**src/rtl/calc_pkg.sv**
```systemverilog
// Shared definitions for the hex calculator: key codes, FSM state encodings
// and the push-button priority encoder.
package calc_pkg;

    localparam int          NKEYS   = 21;
    localparam logic [4:0]  KEY_EQ  = 5'd16;
    localparam logic [4:0]  KEY_BS  = 5'd17;
    localparam logic [4:0]  KEY_SUB = 5'd18;
    localparam logic [4:0]  KEY_ADD = 5'd19;
    localparam logic [4:0]  KEY_MUL = 5'd20;

    typedef enum logic [1:0] {
        ENTRY   = 2'd0,
        OPERAND = 2'd1,
        RESULT  = 2'd2
    } calc_state_t;

    typedef enum logic {
        SCAN_PRESS   = 1'b0,
        SCAN_RELEASE = 1'b1
    } scan_state_t;

    // Highest set button index wins.
    function automatic logic [4:0] encode_key(input logic [NKEYS-1:0] buttons);
        logic [4:0] k;
        k = 5'd0;
        for (int i = 0; i < NKEYS; i++) begin
            if (buttons[i]) k = 5'(i);
        end
        return k;
    endfunction

endpackage

```
**src/rtl/calc_keyscan.sv**
```systemverilog
// Push-button debouncer and encoder. Emits a one-cycle strobe once any
// button has been held for DEBOUNCE cycles, then re-arms only after all
// buttons have been released for DEBOUNCE cycles.
//
// state        | meaning
// SCAN_PRESS   | armed, counting consecutive cycles with a button down
// SCAN_RELEASE | key accepted (or just out of reset), counting idle cycles
module calc_keyscan
    import calc_pkg::*;
#(
    parameter int DEBOUNCE = 2
) (
    input  logic             hz100,
    input  logic             reset,
    input  logic [NKEYS-1:0] pb,
    output logic             key_stb,
    output logic [4:0]       key
);

    localparam logic [7:0] CNT_LOAD = 8'(DEBOUNCE - 1);

    scan_state_t state, state_nx;
    logic [7:0]  cnt, cnt_nx;
    logic        stb_nx;
    logic [4:0]  key_nx;
    logic        any_down;

    assign any_down = |pb;

    // State, debounce counter and registered strobe/key.
    always_ff @(posedge hz100) begin
        if (!reset) begin
            state   <= SCAN_RELEASE;
            cnt     <= CNT_LOAD;
            key_stb <= 1'b0;
            key     <= 5'd0;
        end else begin
            state   <= state_nx;
            cnt     <= cnt_nx;
            key_stb <= stb_nx;
            key     <= key_nx;
        end
    end

    // Down-counter restarts on any bounce; terminal count advances the state.
    always_comb begin
        state_nx = state;
        cnt_nx   = cnt;
        stb_nx   = 1'b0;
        key_nx   = key;
        case (state)
            SCAN_PRESS: begin
                if (!any_down) begin
                    cnt_nx = CNT_LOAD;
                end else if (cnt == 8'd0) begin
                    stb_nx   = 1'b1;
                    key_nx   = encode_key(pb);
                    state_nx = SCAN_RELEASE;
                    cnt_nx   = CNT_LOAD;
                end else begin
                    cnt_nx = cnt - 8'd1;
                end
            end
            SCAN_RELEASE: begin
                if (any_down) begin
                    cnt_nx = CNT_LOAD;
                end else if (cnt == 8'd0) begin
                    state_nx = SCAN_PRESS;
                    cnt_nx   = CNT_LOAD;
                end else begin
                    cnt_nx = cnt - 8'd1;
                end
            end
            default: begin
                state_nx = SCAN_RELEASE;
                cnt_nx   = CNT_LOAD;
            end
        endcase
    end

endmodule

```
**src/rtl/calc_core.sv**
```systemverilog
// Hex-entry calculator core. Optional multiplier enabled by CALC_MUL_EN;
// without it key 20 is treated as a no-op.
//
// state   | meaning
// ENTRY   | user is typing digits into entry
// OPERAND | operator just pressed; saved holds the running result
// RESULT  | equals just pressed; saved holds the result
module calc_core
    import calc_pkg::*;
#(
    parameter int NDIGITS  = 8,
    parameter int DEBOUNCE = 2
) (
    input  logic                 hz100,
    input  logic                 reset,
    input  logic [NKEYS-1:0]     pb,
    output logic [4*NDIGITS-1:0] value,
    output logic                 disp_saved,
    output logic [4:0]           op,
    output logic                 ovf,
    output logic                 key_stb,
    output logic [4:0]           key
);

    localparam int W = 4 * NDIGITS;
`ifdef CALC_MUL_EN
    localparam bit MUL_EN = 1'b1;
`else
    localparam bit MUL_EN = 1'b0;
`endif

    calc_state_t state, state_nx;
    logic [W-1:0] entry, entry_nx;
    logic [W-1:0] saved, saved_nx;
    logic [4:0]   op_nx;
    logic         ovf_nx;
    logic         disp_nx;

    logic [W:0]   sum;
    logic [W:0]   diff;
    logic [W-1:0] nextresult;
    logic         next_ovf;
    logic         is_oper;

    calc_keyscan #(.DEBOUNCE(DEBOUNCE)) u_keyscan (
        .hz100   (hz100),
        .reset   (reset),
        .pb      (pb),
        .key_stb (key_stb),
        .key     (key)
    );

    assign value = disp_saved ? saved : entry;
    assign sum   = {1'b0, saved} + {1'b0, entry};
    assign diff  = {1'b0, saved} - {1'b0, entry};

`ifdef CALC_MUL_EN
    logic [2*W-1:0] prod;
    assign prod = {{W{1'b0}}, saved} * {{W{1'b0}}, entry};
`endif

    // Result of applying the pending op, with its overflow condition.
    always_comb begin
        nextresult = entry;
        next_ovf   = 1'b0;
        case (op)
            KEY_ADD: begin
                nextresult = sum[W-1:0];
                next_ovf   = sum[W];
            end
            KEY_SUB: begin
                nextresult = diff[W-1:0];
                next_ovf   = diff[W];
            end
`ifdef CALC_MUL_EN
            KEY_MUL: begin
                nextresult = prod[W-1:0];
                next_ovf   = |prod[2*W-1:W];
            end
`endif
            default: ;
        endcase
    end

    assign is_oper = (key == KEY_SUB) || (key == KEY_ADD) ||
                     (MUL_EN && (key == KEY_MUL));

    // Calculator registers; reset dominates a simultaneous key strobe.
    always_ff @(posedge hz100) begin
        if (!reset) begin
            state      <= ENTRY;
            entry      <= '0;
            saved      <= '0;
            op         <= 5'd0;
            ovf        <= 1'b0;
            disp_saved <= 1'b0;
        end else begin
            state      <= state_nx;
            entry      <= entry_nx;
            saved      <= saved_nx;
            op         <= op_nx;
            ovf        <= ovf_nx;
            disp_saved <= disp_nx;
        end
    end

    // Key dispatch: next state and register updates on an accepted key.
    always_comb begin
        state_nx = state;
        entry_nx = entry;
        saved_nx = saved;
        op_nx    = op;
        ovf_nx   = ovf;
        disp_nx  = disp_saved;
        if (key_stb) begin
            if (!key[4]) begin
                if (state == RESULT) begin
                    entry_nx = {{(W-4){1'b0}}, key[3:0]};
                    saved_nx = '0;
                    op_nx    = 5'd0;
                    ovf_nx   = 1'b0;
                end else if (entry[W-1:W-4] == 4'd0) begin
                    entry_nx = {entry[W-5:0], key[3:0]};
                end
                state_nx = ENTRY;
                disp_nx  = 1'b0;
            end else if (key == KEY_BS) begin
                if (state == ENTRY) entry_nx = entry >> 4;
            end else if (key == KEY_EQ) begin
                saved_nx = nextresult;
                ovf_nx   = ovf | next_ovf;
                disp_nx  = 1'b1;
                state_nx = RESULT;
            end else if (is_oper) begin
                op_nx = key;
                case (state)
                    ENTRY: begin
                        saved_nx = nextresult;
                        ovf_nx   = ovf | next_ovf;
                        entry_nx = '0;
                        disp_nx  = 1'b1;
                        state_nx = OPERAND;
                    end
                    RESULT: begin
                        entry_nx = '0;
                        state_nx = OPERAND;
                    end
                    default: ;
                endcase
            end
        end
    end

endmodule

```
**config.mk**
```make
export PLATFORM = sky130hd
export DESIGN_NAME = calc_core
export DESIGN_NICKNAME = d
export VERILOG_FILES = /design/src/rtl/calc_pkg.sv /design/src/rtl/calc_keyscan.sv /design/src/rtl/calc_core.sv
export SDC_FILE = /design/constraint.sdc
export NUM_CORES = 1
export LEC_CHECK = 0
export BUFFER_PORTS_ARGS = -buffer_cell sky130_fd_sc_hd__buf_2
export CAP_MARGIN = 15
export CORE_ASPECT_RATIO = 2
export CORE_MARGIN = 5
export CORE_UTILIZATION = 33
export DETAILED_ROUTE_END_ITERATION = 16
export SLEW_MARGIN = 25
export SYNTH_ARGS = -nofsm -noshare
export SYNTH_HDL_FRONTEND = slang
export SYNTH_HIERARCHICAL = 1
export SYNTH_SLANG_ARGS = --single-unit
```
**constraint.sdc**
```tcl
create_clock -name hz100 -period 3.5 [get_ports hz100]
set_clock_uncertainty 0.1 [all_clocks]
set_input_delay 0.7 -clock hz100 [delete_from_list [all_inputs] [get_ports hz100]]
set_output_delay 0.7 -clock hz100 [all_outputs]
set_load 0.02 [all_outputs]
```
---- Word-level counts from Yosys, hierarchy flattened ----
Index checks and enable logic that the tools add are counted.
operators by class
  eq/ne operators ......................... 17
  add/sub/neg operators ................... 3
  bitwise operators ....................... 3
  reduce and logical (&&, ||, !) cells .... 15
  muxes and demuxes ....................... 67
operators by type and width
  cell                                               number
  two-way mux 32 bit                                 15
  case mux 32 bit (2 select lines)                   1
  two-way mux 5 bit                                  10
  adder 32 x 32 -> 33 bit                            1
  subtractor 32 x 32 -> 33 bit                       1
  two-way mux 4 bit                                  8
  == test 5 bit (second input constant)              6
  two-way mux 8 bit                                  3
  != test 3 bit (second input constant)              7
  OR reduction 21 bit                                1
  two-way mux 1 bit                                  16
  case mux 8 bit (2 select lines)                    1
  two-way mux 2 bit                                  7
  two-way mux 3 bit                                  4
  AND reduction 5 bit                                2
  zero test 8 bit                                    1
  AND reduction 4 bit                                2
  subtractor 8 x 1 -> 8 bit (second input constant)  1
  != test 2 bit (second input constant)              3
  AND reduction 6 bit                                1
  zero test 4 bit                                    1
  case mux 1 bit (2 select lines)                    2
  OR reduction 2 bit                                 2
  AND reduction 3 bit                                1
  7 further kinds                                    8
storage, ports and cells
  word-level logic and storage cells ...... 115
  input port bits ......................... 23
  output and inout bits ................... 45
  flip-flop bits (word level) ............. 88

---- Logic depth before layout (Yosys ltp) ----
  depth after elaboration ................. 20
  mapped depth ............................ 11
  gate-level depth less buffers ........... 11

---- Modules after synthesis ----
Netlist, hierarchy kept.
modules (own cells, without submodules)
  module        instances  cells an instance  area each (µm²)  seq. area each (µm²)
  calc_core     1          1024               7440.9           1461.4
  calc_keyscan  1          105                843.3            300.3

---- Worst setup path after synthesis ----
Ideal clock, no wire load.
  kind .................................... register -> register
  start point ............................. register entry[0]
  end point ............................... register saved[28]
  period minus slack after synthesis ...... 2.602 ns
  arrival time ............................ 2.406 ns
  setup slack ............................. 0.898 ns
  library setup time ...................... 0.096 ns
  required time ........................... 3.304 ns
  buffers on the path ..................... 0
  cell stages (with the launch flop) ...... 12
  cells stage by stage .................... dfxtp_1 -> ha_1 -> inv_1 -> fa_1 -> o21bai_2 -> a2111oi_4 -> nor3_2 -> o31ai_2 -> a211oi_1 -> o31a_1 -> nor3_2 -> o41ai_2
between the ends
  longest elaborated chain between the ends .. 7
  elaborated cells on any way between the ends .. 8
  classes of those cells .................. 2 x add/sub; 6 x mux
ends and longest elaborated chain
  what                                                                            RTL line                          text
  from (decl)                                                                     calc_core.sv:33                   logic [W-1:0] entry, entry_nx;
  from (signal assigned)                                                          calc_core.sv:99                   entry <= entry_nx;
  subtractor 32 x 32 -> 33 bit / adder 32 x 32 -> 33 bit (equally long branches)  calc_core.sv:55, calc_core.sv:54
  case mux 32 bit (2 select lines) (*)                                            calc_core.sv:66                   case (op)
  two-way mux 32 bit                                                              calc_core.sv:136                  case (state)
  two-way mux 32 bit                                                              calc_core.sv:134                  end else if (is_oper) begin
  two-way mux 32 bit (*)                                                          calc_core.sv:129                  end else if (key == KEY_EQ) begin
  two-way mux 32 bit (*)                                                          calc_core.sv:127                  end else if (key == KEY_BS) begin
  two-way mux 32 bit (*)                                                          calc_core.sv:116                  if (!key[4]) begin
  to (signal assigned)                                                            calc_core.sv:100                  saved <= saved_nx;
  to (decl)                                                                       calc_core.sv:34                   logic [W-1:0] saved, saved_nx;
Mark *: on every way between the ends. The rest lies on a longest branch, timed or not. The select of a mux whose other input is x is not followed.
A chain may end at the register's enable or synchronous reset.

---- Worst setup path after layout ----
  start point ............................. register entry[18]
  end point ............................... register saved[31]
Same word-level chain as after synthesis.

==> results_dict.tcl <==
set metrics [dict create \
    run_status "completed" \
    fin_cells 1527 \
    ys_warn_count 6 \
    post_cts_buffers 0 \
    antennaDiodeCount 0 \
    setup_tns_ps 0 \
    grt.overflow.total 0 \
    timing.rr.start "entry[18]" \
    portBuffers 67 \
    place_ws_ps 285.7 \
    hp-start "u_keyscan/cnt[0]" \
    ir_drop_mv 0.1815 \
    end_kind "flip-flop" \
    syn_avg_cell_area_um2 7.338 \
    path_class "reg2reg" \
    multiInputGateArea_um2 5916 \
    grt_pass1_vias 9011 \
    final.period_utilization_pct 94.47 \
    crit_path_frequent_cell "inv_1" \
    firstDrtPassIters 5 \
    clkSlewWorstSetupHoldPaths_ps 80 \
    drc 0 \
    final_area_um2 9389 \
    grt_usage_pct 23.77 \
    drive_gt1_share_pct 15.62 \
    cp.required_ps 3700 \
    syn_nets 1220 \
    fillers 2675 \
    grt_pass1_wl_mm 51.61 \
    regArea_um2 1763 \
    viasPerCell 5.862 \
    cp.arrival_ps 3510 \
    async_flop_share_pct 0 \
    insertion_delay_ps 370 \
    holdPathEnd "u_keyscan/cnt[0]" \
    synthCells 1129 \
    grt_max_degree 51 \
    grt_antenna_before_repair 0 \
    dp_cells 1511 \
    maxCapViolCount 0 \
    initial_utilization_pct 33.23 \
    setup_ws_ps 193.4 \
    hold_depth 1 \
    max_freq_ghz 0.3024 \
    crit_fanout 14 \
    post-route-min-period_ps 3307 \
    cts_tree "built" \
    worst_r2r_endpoint "saved[31]" \
    placed_area_um2 9101 \
    setup_viol 0 \
    crit_chain "inv_1 -> ha_1 -> inv_1 -> a21oi_1 -> o22ai_1 -> a211oi_1 -> buf_4 -> o21ai_0 -> nor4bb_1 -> nor2_1 -> o21ai_1" \
    slew_violations 0 \
    yosysTopAreaCellShare_pct 21.27 \
    max_slew_margin_pct 39.96 \
    synthesis.area_um2 8284 \
    drt_iter0_drc 550 \
    nNetsFinal 1277 \
    rsz0062_at_grt "false" \
    clock_sinks 88 \
    cts-root-buf "clkbuf_16" \
    cts-htree-levels 3 \
    rr_worst_depth 11 \
    tightest_slew_ps 877.9 \
    syn_to_final_growth_pct 13.34 \
    holdBufCountCts 0 \
    start_kind "flip-flop" \
    place.gp.congestion 0.9569 \
    reg2reg_setup_slack_ps 190 \
    power_density_nw_per_um2 218.3 \
    cts_max_path_buffers 2 \
    synth-edff-count 0 \
    finalHoldViolCount 0 \
    cts_made_buffers 9 \
    dieArea_um2 28560 \
    drtAntennaViolNets 0 \
    power.total_mw 2.050 \
    ys_ff_latch 88 \
    dp_hpwl_mm 26.60 \
    routed_wl_mm 33.74 \
    synth_top_area_cell "dfxtp_1" \
    yosysSeqAreaShare_pct 21.27 \
    ys_top_cells_by_area "dfxtp_1, ha_1, o21ai_0" \
    crit_path_top_delay_cell "ha_1" \
    fp.dieW_um 122.0 \
    rows 82 \
    wl_per_cell_um 22.10 \
    hp-class "reg2reg" \
    leakagePower_nw 3.726 \
    crit_start "entry[18]" \
    num_vias 8951 \
    slowest_delay_ps 590 \
    ctsResizeCount 0 \
    die_h_um 234.1 \
    num_io_pins 68 \
    ys.flop_type "dfxtp_1" \
    coreArea_um2 24930 \
    ys_types 105 \
]
metrics by stage:
stage / hold WS, ps / utilization (%)
floorplan: 294.9 / -
global placement: 327.2 / 36.51
detailed placement: 321.7 / 36.51
CTS: 345.5 / 37.66
global route: 366.3 / 37.66
finish: 345.4 / 37.66
power breakdown:
part | internal [mW] | switching (mW) | total (mW)
combinational | 0.0173 | 0.0381 | 0.0554
sequential | 1.00 | 0.0000000339 | 1.00
clock | 0.496 | 0.498 | 0.994
placed cells by master (no fill, tap or decap), drive strengths merged, types with 9 or more instances in the layout:
cell type and n:
buf 115, nor2b 16, and3 10, nand2b 13, nand2 101, a31oi 13
ha 66, xnor2 28, a21o 11, o21ai 120, dfxtp 88, o211ai 9
a211oi 26, o31ai 14, nand3 23, nor4 15, nor2 127, nand4 9
o221ai 30, nor3 33, a21oi 88, inv 76, clkbuf 9, a22oi 15
Yosys cell counts (4+ instances only):
cell type and n:
dfxtp_1 88, nand2_1 101, and3_1 10, mux2i_1 7, a211oi_1 22, o31ai_2 5, nand4_1 9, o211ai_1 8
nand2b_1 12, o21ai_0 108, o21a_1 7, nor2_1 125, o41ai_1 5, buf_1 8, ha_1 66, o31ai_1 9
buf_6 6, o22ai_1 6, o21bai_1 6, nor2b_1 16, or2_2 5, a21o_1 11, nor3_1 29, buf_2 13
o21ai_1 10, a21oi_1 88, xnor2_1 28, o221ai_1 29, a22oi_1 15, a31oi_1 12, a221oi_1 4, inv_1 73
nand3_1 21, nor4_2 4, a32oi_1 5, nor4_1 11, or3_1 6, clkbuf_1 38
cell type report:
cell class	instances	share of cell area, %
well taps	336	4.478
clock inverters	7	0.6663
flip-flops and latches	88	18.78
inverters	75	2.998
multi-input cells	897	63.01
repair buffers	115	7.676
clock buffers	9	2.399
kinds of logic after synthesis:
kind of cell,synth area share (%)
flip-flops,21.27
AND/OR/NAND/NOR,23.05
adder cells (fa/ha/maj),10.45
multiplexers,1.118
buffers and inverters,7.416
AO/OA/AOI/OAI,33.53
XOR/XNOR,3.172
worst max-delay path, delay by kind of cell, from the launching register on:
kind                       cells  cell delay, ps
buffers and inverters          3             520
AOI/OAI and AO/OA              5            1190
adders and majority gates      1             590
DFF                            1             380
and+or+nand+nor                2             440
sequential cells by signal (all words and copies together) (netlist names), named ones only:
signal             cells
disp_saved             1
u_keyscan/key          5
u_keyscan/cnt          8
saved                 32
entry                 32
state                  2
ovf                    1
u_keyscan/key_stb      1
op                     5
worst max path at each step:
| stage | endpoint | cells after the start |
|---|---|---|
| after floorplan | saved[28] | 11 |
| after global placement | saved[28] | 10 |
| after detailed placement | saved[28] | 10 |
| after CTS | saved[28] | 10 |
| after global routing | saved[31] | 11 |
| final | saved[31] | 11 |
per-layer routing:
metal	GRT usage (%)	wire length [um]	vias up
met5	0	0	-
met4	20.13	3206	0
met3	3.427	1414	135
met2	43.96	17750	329
met1	22.48	11370	4235
li1	-	-	4252
(Power assumes the default switching activity.)
